### src/rtl/cdb_result_buffer.sv
// cdb_result_buffer: FIFO of completed FU results feeding cdb_scheduler over valid/yumi; CDB_BYPASS_EN adds an empty-buffer bypass.
// Latency: accepted at edge N -> presented after edge N (same cycle with CDB_BYPASS_EN when empty); flush squashes at the next edge.
// Backpressure: in_ready drops once DEPTH results are held; a same-cycle yumi_in never reopens a slot.

package cdb_pkg;
    typedef struct packed {
        logic [4:0]  rob_entry;
        logic [31:0] value;
        logic        branch_taken;
    } CDB_packet_t;
endpackage

module cdb_result_buffer
    import cdb_pkg::*;
#(
    parameter int DEPTH = 2,
    parameter int CNT_W = $clog2(DEPTH + 1)
) (
    input  logic             clk,
    input  logic             reset,
    input  logic             flush,
    input  logic             in_valid,
    input  CDB_packet_t      in_packet,
    output logic             in_ready,
    output logic             valid_out,
    output CDB_packet_t      out,
    input  logic             yumi_in,
    output logic [CNT_W-1:0] count
);
    localparam int               PTR_W = (DEPTH > 1) ? $clog2(DEPTH) : 1;
    localparam logic [PTR_W-1:0] LAST  = PTR_W'(DEPTH - 1);
    localparam logic [CNT_W-1:0] FULL  = CNT_W'(DEPTH);

    CDB_packet_t      slot [DEPTH];
    logic [PTR_W-1:0] head;
    logic [PTR_W-1:0] tail;
    logic             not_empty;
    logic             bypass_hit;
    logic             enq;
    logic             deq;

    // Explicit wrap so non-power-of-two depths never index past the last slot.
    function automatic logic [PTR_W-1:0] next_ptr(input logic [PTR_W-1:0] p);
        return (p == LAST) ? '0 : p + PTR_W'(1);
    endfunction

    assign not_empty = (count != '0);
    assign in_ready  = (count < FULL);
    assign deq       = yumi_in & not_empty & ~flush;

`ifdef CDB_BYPASS_EN
    // A bypassed packet consumed in the same cycle never occupies a slot.
    assign bypass_hit = ~not_empty & in_valid & ~flush;
    assign enq        = in_valid & in_ready & ~flush & ~(bypass_hit & yumi_in);
`else
    assign bypass_hit = 1'b0;
    assign enq        = in_valid & in_ready & ~flush;
`endif

    always_comb begin
        valid_out = not_empty | bypass_hit;
        out       = '0;
        if (not_empty) begin
            out = slot[head];
        end else if (bypass_hit) begin
            out = in_packet;
        end
    end

    always_ff @(posedge clk or posedge reset) begin
        if (reset) begin
            head  <= '0;
            tail  <= '0;
            count <= '0;
            for (int i = 0; i < DEPTH; i++) begin
                slot[i] <= '0;
            end
        end else if (flush) begin
            head  <= '0;
            tail  <= '0;
            count <= '0;
        end else begin
            if (enq) begin
                slot[tail] <= in_packet;
                tail       <= next_ptr(tail);
            end
            if (deq) begin
                head <= next_ptr(head);
            end
            case ({enq, deq})
                2'b10:   count <= count + CNT_W'(1);
                2'b01:   count <= count - CNT_W'(1);
                default: count <= count;
            endcase
        end
    end
endmodule

### config.mk
export PLATFORM = sky130hd
export DESIGN_NAME = cdb_result_buffer
export DESIGN_NICKNAME = d
export VERILOG_FILES = /design/src/rtl/cdb_result_buffer.sv
export SDC_FILE = /design/constraint.sdc
export NUM_CORES = 1
export LEC_CHECK = 0
export ABC_AREA = 1
export CORE_MARGIN = 3
export CORE_UTILIZATION = 45
export DETAILED_ROUTE_END_ITERATION = 10
export GPL_TIMING_DRIVEN = 0
export PLACE_DENSITY = 0.81
export SYNTH_ARGS = -nofsm -noshare
export SYNTH_HDL_FRONTEND = slang
export SYNTH_SLANG_ARGS = --single-unit
export TNS_END_PERCENT = 100
### constraint.sdc
create_clock -name clk -period 2.68 [get_ports clk]
set_input_delay 0.536 -clock clk [delete_from_list [all_inputs] [get_ports clk]]
set_output_delay 0.536 -clock clk [all_outputs]
set_load 0.005 [all_outputs]
==> results by stage, run 1 <==
Hold path:
- The worst hold path class is flip-flop to flip-flop.

Global routing:
- The aggregate global routing overflow is 0.
- The first-pass GRT wire length is 14.7 mm.
- The overall routing resource usage is 20.7%.
- The via count of the first global-routing pass is 3,104.
- The initial antenna violation count was 0.
- Entering global routing, the biggest net connects 54 pins.

Worst setup path:
- STA classifies the critical path startpoint as a flip-flop.
- Traced cell by cell, the critical path runs through nor2_2 > clkbuf_4 > buf_4 > a21oi_1 > clkdlybuf4s50_1.
- The worst stage delay on the critical path is 0.47 ns.
- Of all nets on the critical path, the largest fanout is 10.
- For the worst setup path, the data arrival time is 2.04 ns.
- The critical path in this run is classified as flip-flop to primary output.
- In this design, the largest share of critical-path delay is due to buffers and inverters.
- The critical path contains buffers and inverters numbering 3 combined.
- The type of element capturing the critical path is a primary output.
- For the worst setup path, the data required time is 2.14 ns.
- The cell with the biggest individual delay on the critical path is dfrtp_2.

CTS:
- The total clock buffers created by CTS is 9.
- The post-CTS resize count is 2.
- Clock tree synthesis selected as its root buffer the cell clkbuf_8.
- The post-CTS setup repair buffer count is 0.
- The clock insertion delay at the later pin of the skew report is 0.35 ns.
- The number of buffers inserted for hold repair after clock tree synthesis is 0.
- The sink count of the clock tree is 80.
- Clock-pin slew was measured on the worst setup and hold paths at 0.07 ns.
- The maximum buffer depth of the clock tree is 2.
- The CTS H-tree depth is 3.
- TritonCTS built the clock tree.

Power:
- The static power due to leakage is 0.00233 µW.
- The share of total power in combinational logic is 42.4%.
- Of the total power, the share spent switching nets is 34.7%.
- The power density over the cells is 1100 nW/µm².
- The internal power of the cells totals 3520 µW.
- The maximum vdd ir drop is 0.560 mV.
- The switching component of the power is 1870 µW.
- The clock network burns 17.9% of the power.
- The fraction of power consumed by sequential logic is 39.6%.

Floorplan:
- The initial utilization of the core area, before any placement, comes to 46.9%.
- The overall die area is 9260 µm².
- In this run the core area contains 32 standard-cell rows.
- In this run the horizontal extent of the chip is 96.2 µm.
- During I/O placement, the number of pins put on the boundary was 85.
- The floorplan die height is 96.2 µm.
- The total core area is 7810 µm².

Status:
- The run finished with clean final reports.

Placement:
- The count of placed standard cells including taps is 634.
- The standard cell area after detailed placement is 4660 µm².
- The count of buffers added on input and output ports is 84.
- Detailed placement ended at an HPWL of 6.25 mm.
- At the end of routability-driven placement, the weighted congestion stood at 0.866.

Routing:
- The remaining antenna violation count after routing is 0.
- The routed via count is 3,280.
- The total detailed-routing wirelength is 9.02 mm.
- The first detailed-routing pass took 5 iterations.
- The total DRC errors in the routed layout is 0.
- The number of violations reported at the end of detailed-routing iteration 0 is 182.
- After detailed routing, the average wire length per cell comes to 13.9 µm.
- Dividing the detail-routed via count by the number of cells gives 5.07.

Flow run:
- Across the run, the number of max-cap violations was 0.

STA:
- Hold timing on the final database bottoms out at a slack of 0.487 ns.
- Setup repair after global routing left no endpoint under its margin.
- The worst clock skew is 0.00434 ns.
- The worst pin sits at a relative slew slack of 65.3%.
- The timing-limited maximum frequency is 388 MHz.
- Setup violations remaining at the end of the flow were counted as 0.
- The slew of the pin with the lowest slew margin is 0.521 ns.
- The final clock period utilization by the worst path is 96.1%.
- The max-slew violation count is 0.
- The worst path in the final design needs a cycle of 2.58 ns, including I/O delays and setup.
- The number of endpoints with negative hold slack in the final report was 0.

Layout:
- The post-layout net count is 584.
- The top cell types in the final layout, fill and taps aside, are 160 x nand2_1, 84 x clkdlybuf4s50_1, 79 x dfrtp_1.
- Leaving out fill and tap cells, the most frequent cell in the layout is nand2_1.
- The final design area excluding fillers is 4890 µm².
- The growth of design area from synthesis to finish is 33.4%.
- The utilization after layout is 62.6%.
- Of the cells placed in the final design, the portion with a size suffix greater than 1 is 9.72%.
- The layout filler cell count is 667.
- The antenna diode count is 0.
- The number of cells in the finished layout apart from fillers is 647.

Synth:
- Synthesis produced 447 cells.
- Of the synthesized area, sequential elements account for 54.7%.
- The post-synthesis area per instance is 8.19 µm².
- The post-synthesis cell area is 3660 µm².
- The synthesized netlist net count is 490.
- The total of flip-flops plus latches after synthesis is 80.
- The synthesis warning total is 0.
- Counting distinct cell types in the post-synthesis netlist gives 19.
power groups by stage:
stage / Combinational [µW] / Clock (µW) / Sequential, µW
floorplan: 1260 / 0 / 2060
global placement: 2220 / 0 / 2110
detailed placement: 2280 / 0 / 2140
CTS: 2300 / 989 / 2120
global route: 2570 / 1040 / 2200
finish: 2290 / 967 / 2140
worst min-delay path, cell delays in order, from the launching register on:
cell and delay, ns:
dfrtp_1 0.35, nand2_1 0.05, o21ai_0 0.06
per-stage QoR:
| step | TNS (ns) | power (µW) | setup WS, ns |
|---|---|---|---|
| after floorplan | 0 | 3320 | 0.0923 |
| after global placement | -83.09 | 4330 | -1.04 |
| after detailed placement | 0 | 4420 | 0.349 |
| after CTS | 0 | 5410 | 0.0164 |
| after global routing | 0 | 5810 | 0.0121 |
| final | 0 | 5390 | 0.104 |
flip-flops by register name (all words and copies together), names as in the netlist:
signal	count
tail	1
head	1
slot	76
count	2
cell families after synthesis:
logic type             count (synthesis)  share of synthesized area, %
DFF                                   80                          54.7
buffers and inverters                 75                          9.63
AOI/OAI and AO/OA                    118                          17.2
and+or+nand+nor                      174                          18.6
cell usage after synthesis:
cell type	count	area [µm²]
nor3_1	2	10.0
buf_1	2	7.51
a21oi_1	39	195
o21ai_2	10	87.6
buf_6	7	78.8
nand2_1	160	601
nand3_2	2	20.0
o21ai_1	48	240
inv_1	46	173
dfrtp_1	80	2000
nor2_2	2	12.5
clkbuf_2	1	5.00
nor2_1	3	11.3
nand3_1	5	25.0
buf_2	8	40.0
clkbuf_1	8	30.0
buf_4	2	15.0
inv_2	1	3.75
o21ai_0	21	105
routing by layer:
metal	routed length (µm)	vias to the layer above	GRT usage, %
met4	90	0	6.16
met1	3920	1573	28.0
met2	4470	102	32.9
met5	0	-	0
met3	539	10	5.24
li1	-	1595	-
layout make-up:
type / count / area [µm²] / area share, %
plain buffers: 26 / 180 / 3.69
repair buffers: 85 / 868 / 17.8
flip-flops and latches: 80 / 2000 / 41.0
inverters: 47 / 179 / 3.66
multi-input cells: 292 / 1310 / 26.8
clock buffers: 12 / 155 / 3.18
clock inverters: 3 / 65.1 / 1.33
well taps: 102 / 128 / 2.61
final timing paths:
path                            slack, ns      from       end  cells past startpoint
worst max-delay path                 0.10  count[1]   out[31]                      5
worst min-delay path                 0.49  slot[37]  slot[37]                      2
worst max register to register       1.30  count[1]  slot[68]                      6
worst min register to register       0.49  slot[37]  slot[37]                      2
max in group asynchronous            1.58     reset  count[1]                      3
min in group asynchronous            0.52     reset  slot[29]                      2
No activity file was read; power rests on OpenSTA's default activity.
==> run 2, diff against run 1 <==
--- a/config.mk
+++ b/config.mk
@@ -6,6 +6,7 @@
 export NUM_CORES = 1
 export LEC_CHECK = 0
 export ABC_AREA = 1
+export CAP_MARGIN = 10
 export CORE_MARGIN = 3
 export CORE_UTILIZATION = 45
 export DETAILED_ROUTE_END_ITERATION = 10
==> results of run 2 <==
Final layout, timing and power as in run 1 (identical DEF).
==> run 3, diff against run 2 <==
--- a/config.mk
+++ b/config.mk
@@ -8,10 +8,10 @@
 export ABC_AREA = 1
 export CAP_MARGIN = 10
 export CORE_MARGIN = 3
-export CORE_UTILIZATION = 45
+export CORE_UTILIZATION = 40
 export DETAILED_ROUTE_END_ITERATION = 10
 export GPL_TIMING_DRIVEN = 0
-export PLACE_DENSITY = 0.81
+export PLACE_DENSITY = 0.74
 export SYNTH_ARGS = -nofsm -noshare
 export SYNTH_HDL_FRONTEND = slang
 export SYNTH_SLANG_ARGS = --single-unit
==> run 3 against run 2 <==
Die area grew 12%. Fmax grew 1.3%. Routed wire length grew 3.2%. Final cell count grew 0.93%. Total power grew 1.6%. Flip-flop and latch count is the same. Critical endpoint is now out[0]. Highest routed layer unchanged. Combinational power is essentially flat. First-iteration DRC count shrank 30%.
==> results by stage, run 3 (synthesis results as in run 1) <==
Routing:
- The routed wire length per instance is 14.3 µm.
- The routed design uses 576 µm of met3 wire.
- Before antenna repair, the detailed router went through 5 iterations.
- In the routed layout, each cell is associated on average with a via count of 4.96.
- For this block, the routed nets add up to 9.31 mm of wire.
- The total DRC errors in the routed layout is 0.
- The detail route stage leaves a number of antenna-violating nets equal to 0.
- The length of routed met2 wiring is 4.55 mm.
- The uppermost layer routed is met4.
- After the first detailed-routing iteration, the DRC count stood at 127.
- The wire length on met1 is 4.09 mm.
- Across all layers, the routed design uses 3,241 vias.

Layout:
- The utilization after layout is 55.7%.
- From synthesis to final layout, the design area changed by 34.0%.
- The largest registers in the layout are slot: 76 flops, count: 2 flops.
- Summing all multi-input logic gate instances after layout gives 1310 µm².
- The sequential cells in the finished layout cover a total of 2000 µm².
- At the end of the flow, the number of nets in the layout was 584.
- The number of antenna diodes in the final layout is 0.
- The register with the most flip-flops in the layout has 76 of them.
- Leaving out fill and tap cells, the most frequent cells in the layout are 160 x nand2_1, 84 x clkdlybuf4s50_1, 79 x dfrtp_1.
- The fraction of layout cells with a size suffix above 1 is 9.54%.
- The layout filler cell count is 822.
- The top register by number of flip-flops is slot.
- The most common cell after layout, fill and taps aside is nand2_1.

CTS:
- The CTS H-tree depth is 3.
- The maximum buffer depth of the clock tree is 2.
- The total clock buffers created by CTS is 9.
- The number of buffers inserted for hold repair after clock tree synthesis is 0.
- The clock tree from TritonCTS is built.
- The sink count of the clock tree is 80.
- Clock-pin slew was measured on the worst setup and hold paths at 0.07 ns.
- The later pin in the worst-skew pair is clocked with a latency of 0.34 ns.
- The root buffer cell chosen for the clock tree is clkbuf_8.

STA:
- The number of endpoints with negative hold slack in the final report is 0.
- The worst clock skew is 0.00790 ns.
- The timing-limited maximum frequency is 393 MHz.
- Dividing the final minimum period by the clock period gives 94.8%.
- Setup repair after global routing left no endpoint under its margin.
- The final count of negative-setup-slack endpoints is 0.
- The worst pin sits at a relative slew slack of 64.0%.
- The time the final worst path needs with I/O delays and setup is 2.54 ns.
- The final-layout setup total negative slack is 0 ns.
- At the pin with the least slew margin, the transition time is 0.540 ns.
- The max-slew violation count was 0.

Floorplan:
- The floorplan has 34 rows.
- The overall die area is 10,300 µm².
- Once the floorplan was initialized, standard cells occupied 41.6% of the core.
- The floorplan die width is 102 µm.
- The number of top-level design ports is 85.
- From bottom edge to top edge, the die measures 102 µm.
- The total core area is 8810 µm².

Worst setup path:
- The type of element capturing the critical path is a primary output.
- By startpoint and endpoint, the worst setup path is classified as flip-flop to primary output.
- The worst setup path is launched from a flip-flop.
- The arrival time of data at the critical path endpoint is 2.01 ns.
- The maximum fanout along the worst path is 19.
- The data required time of the worst path is 2.14 ns.

Global routing:
- The via count of the first global-routing pass is 3,159.
- The overall routing resource usage is 18.6%.
- Entering global routing, the biggest net connects 42 pins.
- The aggregate global routing overflow is 0.
- The initial antenna violation count came to 0.
- The first-pass GRT wire length is 15.0 mm.

Placement:
- The count of buffers added on input and output ports is 84.
- The sum of net half-perimeters after detailed placement is 6.44 mm.
- The final weighted congestion in routability-driven placement is 0.861.

Power:
- The maximum vdd ir drop is 0.461 mV.
- The static power due to leakage is 0.00233 µW.
- Power spread over the standard cell area amounts to 1120 nW/µm².

Flow run:
- The tool flagged a number of max-cap violations equal to 0.

Status:
- The run finished with clean final reports.

Hold path:
- The worst hold path class is flip-flop to flip-flop.
## run 3: cell count changes in the layout (fill, tap and decap cells not counted), sizes merged
cell / delta
bufinv: +1
clkinv: -1
## run 3: worst max-delay path: stages (launching register included)
cell and delay [ns]:
dfrtp_1 0.41, inv_1 0.12, clkbuf_4 0.31, nand2_1 0.08, a21oi_1 0.20, clkdlybuf4s50_1 0.54
## run 3: what timing repair did
action,4_1_cts,5_1_grt
endpoints found under the hold margin,0,0
setup endpoints to repair,9,30
gates resized for setup,1,13
setup buffers,0,0
## run 3: final timing paths
check                      slack (ns)      from  endpoint  depth (start not counted)
max reg2reg                      1.27  count[1]  slot[22]                          6
min in group asynchronous        0.59     reset  slot[27]                          2
min reg2reg                      0.49   slot[8]   slot[8]                          2
max                              0.14      head    out[0]                          5
max in group asynchronous        1.49     reset  count[1]                          3
min                              0.49   slot[8]   slot[8]                          2
## run 3: area by class of cell
type / count / area share [%]
Buffer: 26 / 3.67
Inverter: 47 / 3.65
Sequential cell: 80 / 40.8
Timing Repair Buffer: 85 / 17.5
Clock buffer: 12 / 2.96
Clock inverter: 3 / 1.84
Tap cell: 108 / 2.75
Multi-Input combinational cell: 292 / 26.8
## run 3: where the power goes
part	leakage (µW)	switching, µW	internal [µW]
Clock	0.000117	411	641
Combinational	0.00122	1140	1160
Sequential	0.000998	329	1800
Total	0.00233	1880	3590
## run 3: metal layers
metal  up-vias  global-route usage [%]
li1       1598                       -
met1      1529                    25.5
met2       104                    29.5
met3        10                    3.58
met4         0                    6.85
met5         -                       0
## run 3: through the flow
step / std cells / power (µW) / setup WS, ns / cell area [µm²] / hold WS (ns)
finish: 653 / 5480 / 0.138 / 4910 / 0.487
global route: 653 / 5880 / 0.0344 / 4910 / 0.514
global placement: 639 / 4340 / -1.08 / 4640 / 0.465
floorplan: 447 / 3320 / 0.0923 / 3660 / 0.453
detailed placement: 640 / 4420 / 0.356 / 4660 / 0.473
CTS: 654 / 5500 / 0.0390 / 4890 / 0.492
